==> config.mk <==
export PLATFORM = sky130hd
export DESIGN_NAME = vmm_fetch
export DESIGN_NICKNAME = d
export VERILOG_FILES = /design/src/rtl/vmm_fetch_pkg.sv /design/src/rtl/vmm_fifo.sv /design/src/rtl/vmm_fetch.sv
export SDC_FILE = /design/constraint.sdc
export NUM_CORES = 1
export LEC_CHECK = 0
export CORE_ASPECT_RATIO = 0.9
export CORE_MARGIN = 4
export CORE_UTILIZATION = 45
export CTS_CLUSTER_SIZE = 10
export DETAILED_ROUTE_END_ITERATION = 8
export HOLD_SLACK_MARGIN = 0.02
export PLACE_DENSITY = 0.72
export SETUP_SLACK_MARGIN = 0.1
export SYNTH_ARGS = -nofsm -noshare
export SYNTH_HDL_FRONTEND = slang
export SYNTH_SLANG_ARGS = --single-unit
==> constraint.sdc <==
create_clock -name clock -period 3.41 [get_ports clock]
set_input_delay 1.023 -clock clock [delete_from_list [all_inputs] [get_ports clock]]
set_output_delay 1.023 -clock clock [all_outputs]
set_load 0.01 [all_outputs]
==> src/rtl/vmm_fetch_pkg.sv <==
// rtl/vmm_fetch_pkg.sv - shared FSM encoding and default sizing for the line fetch engine
package vmm_fetch_pkg;

    localparam int VMM_AW_DEF = 14;
    localparam int VMM_FD_DEF = 8;

    typedef enum logic [2:0] {
        ST_IDLE = 3'd0,
        ST_FADR = 3'd1,
        ST_FDAT = 3'd2,
        ST_CADR = 3'd3,
        ST_CDAT = 3'd4
    } vmm_state_t;

    // A zero length field encodes a full 256-byte line
    function automatic logic [8:0] line_bytes(input logic [7:0] len);
        return (len == 8'd0) ? 9'd256 : {1'b0, len};
    endfunction

endpackage

==> src/rtl/vmm_fifo.sv <==
// rtl/vmm_fifo.sv - byte FIFO holding fetched line data; head byte is combinational
module vmm_fifo
    import vmm_fetch_pkg::*;
#(
    parameter int FD = VMM_FD_DEF
) (
    input  logic                  clk,
    input  logic                  resetn,
    input  logic                  i_flush,
    input  logic                  i_push,
    input  logic [7:0]            i_data,
    input  logic                  i_pop,
    output logic [7:0]            o_data,
    output logic [$clog2(FD):0]   o_count,
    output logic                  o_empty
);

    localparam int PW = $clog2(FD);
    localparam logic [PW:0] LV_FULL = FD[PW:0];

    logic [7:0]  r_mem [FD];
    logic [PW-1:0] r_wp;
    logic [PW-1:0] r_rp;
    logic [PW:0]   r_count;
    logic          w_push;
    logic          w_pop;

    assign w_pop  = i_pop && (r_count != '0) && !i_flush;
    assign w_push = i_push && !i_flush && ((r_count != LV_FULL) || w_pop);

    always_ff @(posedge clk) begin
        if (!resetn || i_flush) begin
            r_wp    <= '0;
            r_rp    <= '0;
            r_count <= '0;
        end else begin
            if (w_push) r_wp <= r_wp + PW'(1);
            if (w_pop)  r_rp <= r_rp + PW'(1);
            case ({w_push, w_pop})
                2'b10:   r_count <= r_count + (PW+1)'(1);
                2'b01:   r_count <= r_count - (PW+1)'(1);
                default: r_count <= r_count;
            endcase
        end
    end

    always_ff @(posedge clk) begin
        if (w_push) r_mem[r_wp] <= i_data;
    end

    assign o_data  = r_mem[r_rp];
    assign o_count = r_count;
    assign o_empty = (r_count == '0);

endmodule

==> src/rtl/vmm_fetch.sv <==
// rtl/vmm_fetch.sv - video line prefetch into a byte FIFO with a shared-RAM CPU port
// Optional CPU port: VMM_FETCH_CPU_PORT_EN
module vmm_fetch
    import vmm_fetch_pkg::*;
#(
    parameter int AW = VMM_AW_DEF,
    parameter int FD = VMM_FD_DEF
) (
    input  logic          clock,
    input  logic          reset,
    output logic          ram_ce,
    output logic          ram_we,
    output logic [AW-1:0] ram_a,
    output logic [7:0]    ram_di,
    input  logic [7:0]    ram_do,
    input  logic          line_start,
    input  logic [AW-1:0] line_addr,
    input  logic [7:0]    line_len,
    input  logic          pix_rd,
    output logic [7:0]    pix_do,
    output logic          pix_empty,
    output logic          line_busy,
    input  logic          cpu_req,
    input  logic          cpu_we,
    input  logic [AW-1:0] cpu_a,
    input  logic [7:0]    cpu_di,
    output logic [7:0]    cpu_do,
    output logic          cpu_ack
);

    localparam int CW = $clog2(FD) + 1;

    vmm_state_t    r_state;
    vmm_state_t    w_next;
    logic [AW-1:0] r_faddr;
    logic [8:0]    r_remain;
    logic [CW-1:0] w_count;
    logic          w_push;
    logic          w_fetch_ok;
    logic          w_cpu_req;
    logic          w_cpu_we;
    logic [AW-1:0] w_cpu_a;
    logic [7:0]    w_cpu_di;

`ifdef VMM_FETCH_CPU_PORT_EN
    logic [7:0] r_cpu_do;

    assign w_cpu_req = cpu_req;
    assign w_cpu_we  = cpu_we;
    assign w_cpu_a   = cpu_a;
    assign w_cpu_di  = cpu_di;

    always_ff @(posedge clock) begin
        if (!reset) begin
            r_cpu_do <= '0;
        end else if (r_state == ST_CDAT && cpu_we) begin
            r_cpu_do <= ram_do;
        end
    end

    assign cpu_do  = r_cpu_do;
    assign cpu_ack = reset && (r_state == ST_CDAT);
`else
    logic w_unused_cpu;

    assign w_unused_cpu = ^{cpu_req, cpu_we, cpu_a, cpu_di};
    assign w_cpu_req    = 1'b0;
    assign w_cpu_we     = 1'b1;
    assign w_cpu_a      = '0;
    assign w_cpu_di     = '0;
    assign cpu_do       = '0;
    assign cpu_ack      = 1'b0;
`endif

    // Nothing is in flight while idle, so FIFO occupancy alone gates a new fetch
    assign w_fetch_ok = (r_remain != 9'd0) && (w_count < FD[CW-1:0]);

    always_ff @(posedge clock) begin
        if (!reset) begin
            r_state  <= ST_IDLE;
            r_faddr  <= '0;
            r_remain <= '0;
        end else begin
            r_state <= w_next;
            if (line_start) begin
                r_faddr  <= line_addr;
                r_remain <= line_bytes(line_len);
            end else if (r_state == ST_FADR) begin
                r_faddr  <= r_faddr + AW'(1);
                r_remain <= r_remain - 9'd1;
            end
        end
    end

    always_comb begin
        w_next = r_state;
        ram_ce = 1'b0;
        ram_we = 1'b1;
        ram_a  = '0;
        ram_di = '0;
        case (r_state)
            ST_IDLE: begin
                if (w_cpu_req) begin
                    w_next = ST_CADR;
                end else if (!line_start && w_fetch_ok) begin
                    w_next = ST_FADR;
                end
            end
            ST_FADR: begin
                ram_ce = reset;
                ram_a  = reset ? r_faddr : '0;
                w_next = line_start ? ST_IDLE : ST_FDAT;
            end
            ST_FDAT: w_next = ST_IDLE;
            ST_CADR: begin
                ram_ce = reset;
                ram_we = reset ? w_cpu_we : 1'b1;
                ram_a  = reset ? w_cpu_a : '0;
                ram_di = reset ? w_cpu_di : '0;
                w_next = ST_CDAT;
            end
            ST_CDAT: w_next = ST_IDLE;
            default: w_next = ST_IDLE;
        endcase
    end

    // A restart during a fetch drops the byte that is still in flight
    assign w_push    = reset && (r_state == ST_FDAT) && !line_start;
    assign line_busy = reset && ((r_remain != 9'd0) || (r_state == ST_FADR) || (r_state == ST_FDAT));

    vmm_fifo #(
        .FD (FD)
    ) u_fifo (
        .clk     (clock),
        .resetn  (reset),
        .i_flush (line_start),
        .i_push  (w_push),
        .i_data  (ram_do),
        .i_pop   (pix_rd),
        .o_data  (pix_do),
        .o_count (w_count),
        .o_empty (pix_empty)
    );

endmodule

== Word-level counts from Yosys, hierarchy flattened ==
Memories as Yosys holds them, arrays and structs flattened. A register that Yosys moved wholly into a read port is not among the register bits.
Cells that the tools add are included.

* Bits in registers: 36
* Input port bits: 58
* Word-level logic and storage cells: 60
* Memories: 1
* Memory bits (writable): 64
* Output and inout port bits: 43

* Equal/unequal tests: 7
* Add/subtract/negate cells: 6
* Reductions and logical operators: 23
* Multiplexer cells: 16
* Magnitude comparators: 1

{| class="wikitable"
|+ Memories
! memory !! depth !! bits a word !! read ports !! clocked after memory_dff !! wr ports !! line !! text
|-
| u_fifo.r_mem || 8 || 8 || 1 || 1 || 1 || vmm_fifo.sv:21 || <nowiki>logic [7:0] r_mem [FD];</nowiki>
|}

{| class="wikitable"
|+ Operators with widths
! kind !! count
|-
| $mux W14 || 4
|-
| $mux W9 || 3
|-
| $add A14 B1 Y14 const B || 1
|-
| $logic_and A1 B1 Y1 || 9
|-
| $mux W3 || 3
|-
| $pmux W3 S3 || 1
|-
| $reduce_bool A9 Y1 || 1
|-
| $sub A9 B1 Y9 const B || 1
|-
| $logic_not A8 Y1 || 1
|-
| $pmux W4 S2 || 1
|-
| $add A3 B1 Y3 const B || 2
|-
| $eq A3 B2 Y1 const B || 2
|-
| $add A4 B1 Y4 const B || 1
|-
| $logic_not A4 Y1 || 1
|-
| $logic_or A1 B1 Y1 || 4
|-
| $lt A4 B4 Y1 const B || 1
|-
| $ne A4 B4 Y1 const B || 1
|-
| $reduce_bool A2 Y1 || 2
|-
| $reduce_bool A4 Y1 || 1
|-
| $sub A4 B1 Y4 const B || 1
|-
| $eq A3 B1 Y1 const B || 1
|-
| $logic_not A3 Y1 || 1
|-
| $mux W1 || 3
|-
| $eq A2 B1 Y1 const B || 1
|-
| 5 further kinds || 6
|}

== Logic depth before layout (Yosys ltp) ==
* Word-level depth: 7
* Mapped depth: 9
* Mapped depth without buffers: 8

== Modules after synthesis ==
From an unflattened synthesis, not the netlist that was laid out.

* Cells, all modules: 382
* Area, all modules: 4832.1 µm²

{| class="wikitable"
|+ By module, submodules not included
! module !! cells each !! times used !! area each (µm²) !! seq. area each (µm²)
|-
| vmm_fifo || 177 || 1 || 3173.0 || 2182.1
|-
| vmm_fetch || 205 || 1 || 1659.1 || 520.5
|}

== Worst setup path before layout ==
No wires, ideal clock.

* Path type: in2reg
* From: input port reset
* To: memory u_fifo.r_mem[0][0] (enable)
* Path buffers: 0
* Cell stages on the path: 5
* Path slack: 0.639 ns
* Setup time: 0.383 ns
* Data required time: 3.027 ns
* Data arrival time: 2.388 ns
* Cells stage by stage: nand4bb_2 -> nor2_2 -> nand2_1 -> or2_1 -> nor3_1

* Cells in the longest elaborated chain, start to end: 6

{| class="wikitable"
|+ Ends and longest elaborated chain
! element !! line !! text
|-
| from (decl) || vmm_fetch.sv:10 || <nowiki>input logic reset,</nowiki>
|-
| $logic_and A1 B1 Y1 (2 in series) || vmm_fetch.sv:128 || <nowiki>assign w_push = reset && (r_state == ST_FDAT) && !line_start;</nowiki>
|-
| $logic_and A1 B1 Y1 (2 in series) || vmm_fifo.sv:29 || <nowiki>assign w_push = i_push && !i_flush && ((r_count != LV_FULL) || w_pop);</nowiki>
|-
| $mux W1 || vmm_fifo.sv:48 || <nowiki>if (w_push) r_mem[r_wp] <= i_data;</nowiki>
|-
| $mux W1 (implied by the code) || vmm_fifo.sv:48 ||
|-
| to (decl) || vmm_fifo.sv:21 ||
|}

Every way passes these cells.

== Final worst setup path ==
* From: input port reset
* To: output port ram_ce

* Cells in the longest elaborated chain, start to end: 1

{| class="wikitable"
|+ Ends and longest elaborated chain
! element !! line !! text
|-
| $mux W1 || vmm_fetch.sv:101 || <nowiki>case (r_state)</nowiki>
|-
| to (decl) || vmm_fetch.sv:11 || <nowiki>output logic ram_ce,</nowiki>
|}

Every way passes these cells.

==> impl_metrics.toml <==
[status]
status = "complete, no violations"

[floorplan]
dieHeight_um = 105
floorplan.die.width_um = 115
die_area_mm2 = 0.0121
ioPinCount = 101
core_mm2 = 0.0102
start_util = 0.459
rows = 35

[synth]
postSynthCellCount = 377
netlist.area_leader.share = 0.411
syn_area_mm2 = 0.00468
synthTopCellsByArea = "edfxtp_1 (41%), dfxtp_1 (17%), mux4_2 (7.7%)"
synth-seq-area-share = 0.578
synth_area_per_cell_um2 = 12.4
ys_ff_latch = 103
ys_types = 46
ys_warn_count = 0
async_flop_share = 0
synth_area_leader_cell = "edfxtp_1"
synthFlopType = "edfxtp_1"
synth_edf_count = 64

[pwr]
p_per_area_mw_per_mm2 = 442
p_leak_nw = 2.05
vdd_drop_max_v = 0.000266

[drt]
drt-total-wl_um = 9340
top_layer = "met4"
wl_per_cell_um = 16.0
wl_met2_um = 4560
drtIter0Drc = 129
vias_per_cell = 5.29
met1_length_um = 4250
vias = 3097
first_pass_iters = 6
antenna_left = 0
routed-wl-met3_um = 457
post-route-drc-count = 0

[critical_path]
reg2reg_depth = 8
cp-start-kind = "input port"
r2r_slack_ns = 0.88
timing.rr.start = "u_fifo.o_count[3]$_SDFFE_PP0P_"
crit_fanout = 3
cp-end-kind = "primary output"
endpoint = "ram_ce"
crit_start = "reset"
crit_type = "in2out"
required_ns = 2.39
worstPathArrival_ns = 2.23
reg2reg_to = "u_fifo.o_count[3]$_SDFFE_PP0P_"

[finish]
multi_input_area_mm2 = 0.00181
antenna-diode-count = 0
fin_nets = 516
drive_gt1_frac = 0.167
fillers = 822
final_common_cell = "edfxtp_1"
final_cell_mix = "edfxtp_1 (64), clkdlybuf4s50_1 (56), dfxtp_1 (39)"
regArea_mm2 = 0.00270
design_area_mm2 = 0.00581
syn_to_final_growth_pct = 24.1

[placed_design]
place_area_mm2 = 0.00549
post-dp-hpwl_um = 6320
place.port_buffers = 58
gp_congestion = 0.813

[timing]
slew_viol_final = 0
hold_ws_ns = 0.489
worstMarginPinSlew_ns = 0.512
hold_viol = 0
rsz0062_at_grt = "yes"
fin_worst_skew_ns = 0.00965
maxSlewHeadroom = 0.659
fin_crit_ns = 3.25
max_freq_mhz = 307
finalSetupViolations = 0
period_share = 0.954

[min_path]
hp-start = "u_fifo.r_rp[1]$_SDFFE_PP0P_"
hold_path.class = "reg2reg"

[clocking]
cts_tree = "done"
cts_htree_levels = 3
clk_latency_ns = 0.34
root_buffer = "clkbuf_16"
post-cts-setup-buffers = 0
clk_path_buf_depth = 2
clkSinkCount = 103
clk_pin_slew_ns = 0.07
numCtsBuffers = 9

[global_routing]
antenna_found_initial = 0
grt_max_degree = 33
grtUsageTotal = 0.161
grt_pass1_vias = 3141
grt_pass1_wl_um = 15500
grt_remaining_overflow = 0

[flow_run]
drv_cap = 0
-- routing by layer --
layer  track usage  vias up
met1         0.220     1502
met2         0.258       86
li1              -     1501
met4        0.0344        0
met3        0.0417        8
met5             0        -
-- power by group --
group | leakage (nW) | internal, mW | switching [mW] | total, mW
clock | 0.150 | 0.526 | 0.494 | 1.02
sequential | 0.895 | 1.34 | 0.0242 | 1.37
combinational | 1.00 | 0.0913 | 0.0919 | 0.183
total | 2.05 | 1.96 | 0.610 | 2.57
-- layout make-up --
cell class,instances,share of cell area
Multi-Input combinational cell,245,0.311
Clock inverter,7,0.0149
Tap cell,129,0.0278
Inverter,9,0.00582
Timing Repair Buffer,83,0.137
Sequential cell,103,0.465
Clock buffer,9,0.0388
-- what timing repair did --
item / in CTS / in global routing
endpoints found under the hold margin: 0 / 0
endpoints found under the setup margin: 16 / 2
hold buffers: 0 / 0
gates resized for setup: 2 / 2
pin swaps: 0 / 1
-- worst min path at each step --
stage	to	slack, ns	depth (start not counted)
after global placement	u_fifo.r_wp[0]$_SDFFE_PP0P_	0.47	2
after floorplan	flop	0.45	2
after CTS	flop	0.49	2
final	u_fifo.r_rp[1]$_SDFFE_PP0P_	0.49	2
after detailed placement	u_fifo.r_rp[1]$_SDFFE_PP0P_	0.48	2
after global routing	flop	0.51	2
-- state kept, by name, indices dropped and copies added, names as in the netlist, named ones only --
| name | flops |
|---|---|
| u_fifo.r_mem | 64 |
| u_fifo.r_rp | 3 |
| r_state | 3 |
| u_fifo.o_count | 4 |
| r_faddr | 14 |
| r_remain | 9 |
| u_fifo.r_wp | 3 |
-- stage by stage --
step | util | std cells | power, mW | setup slack, ns | TNS [ns]
CTS | 0.568 | 585 | 2.59 | 0.106 | 0
finish | 0.569 | 585 | 2.57 | 0.155 | 0
floorplan | - | 393 | 1.50 | 0.639 | 0
global route | 0.569 | 585 | 2.68 | 0.0667 | 0
detailed placement | 0.538 | 569 | 1.57 | -0.211 | -1.43
global placement | 0.538 | 569 | 1.57 | -0.152 | -1.41
-- worst max-delay path: stages --
cell	delay (ns)
dlygate4sd2_1	0.29
clkinv_1	0.13
nor3b_2	0.22
clkdlybuf4s50_1	0.57
-- cells by family (layout without fill, tap and decap cells) --
| group | Yosys count | in the layout | synth area share |
|---|---|---|---|
| buf+inv | 45 | 108 | 0.0519 |
| mux | 26 | 26 | 0.101 |
| compound gates | 53 | 53 | 0.0671 |
| other cells | 2 | 18 | 0.00160 |
| xor+xnor | 26 | 26 | 0.0487 |
| flops | 103 | 103 | 0.578 |
| simple gates | 115 | 115 | 0.132 |
| fa+ha+maj | 7 | 7 | 0.0203 |
-- Yosys cell counts (2+ instances only) --
cell      number
buf_2          5
nor3_1         8
dfxtp_1       39
nand3b_1       2
clkbuf_1      11
buf_4         18
and3_1        18
ha_1           6
xor2_1        10
a21oi_1       24
mux2i_1        2
o21ai_0       17
buf_1          2
nor4_1         5
nor2b_1        2
mux4_2        16
xnor2_1       16
nand3_1       14
nand4_1        6
and2_1         3
a211oi_1       6
nand2b_1       3
edfxtp_1      64
inv_1          8
nor2_1        31
nor3b_1        2
nand2_1       12
conb_1         2
mux2_2         8
Power figures use the tool's default switching activity.
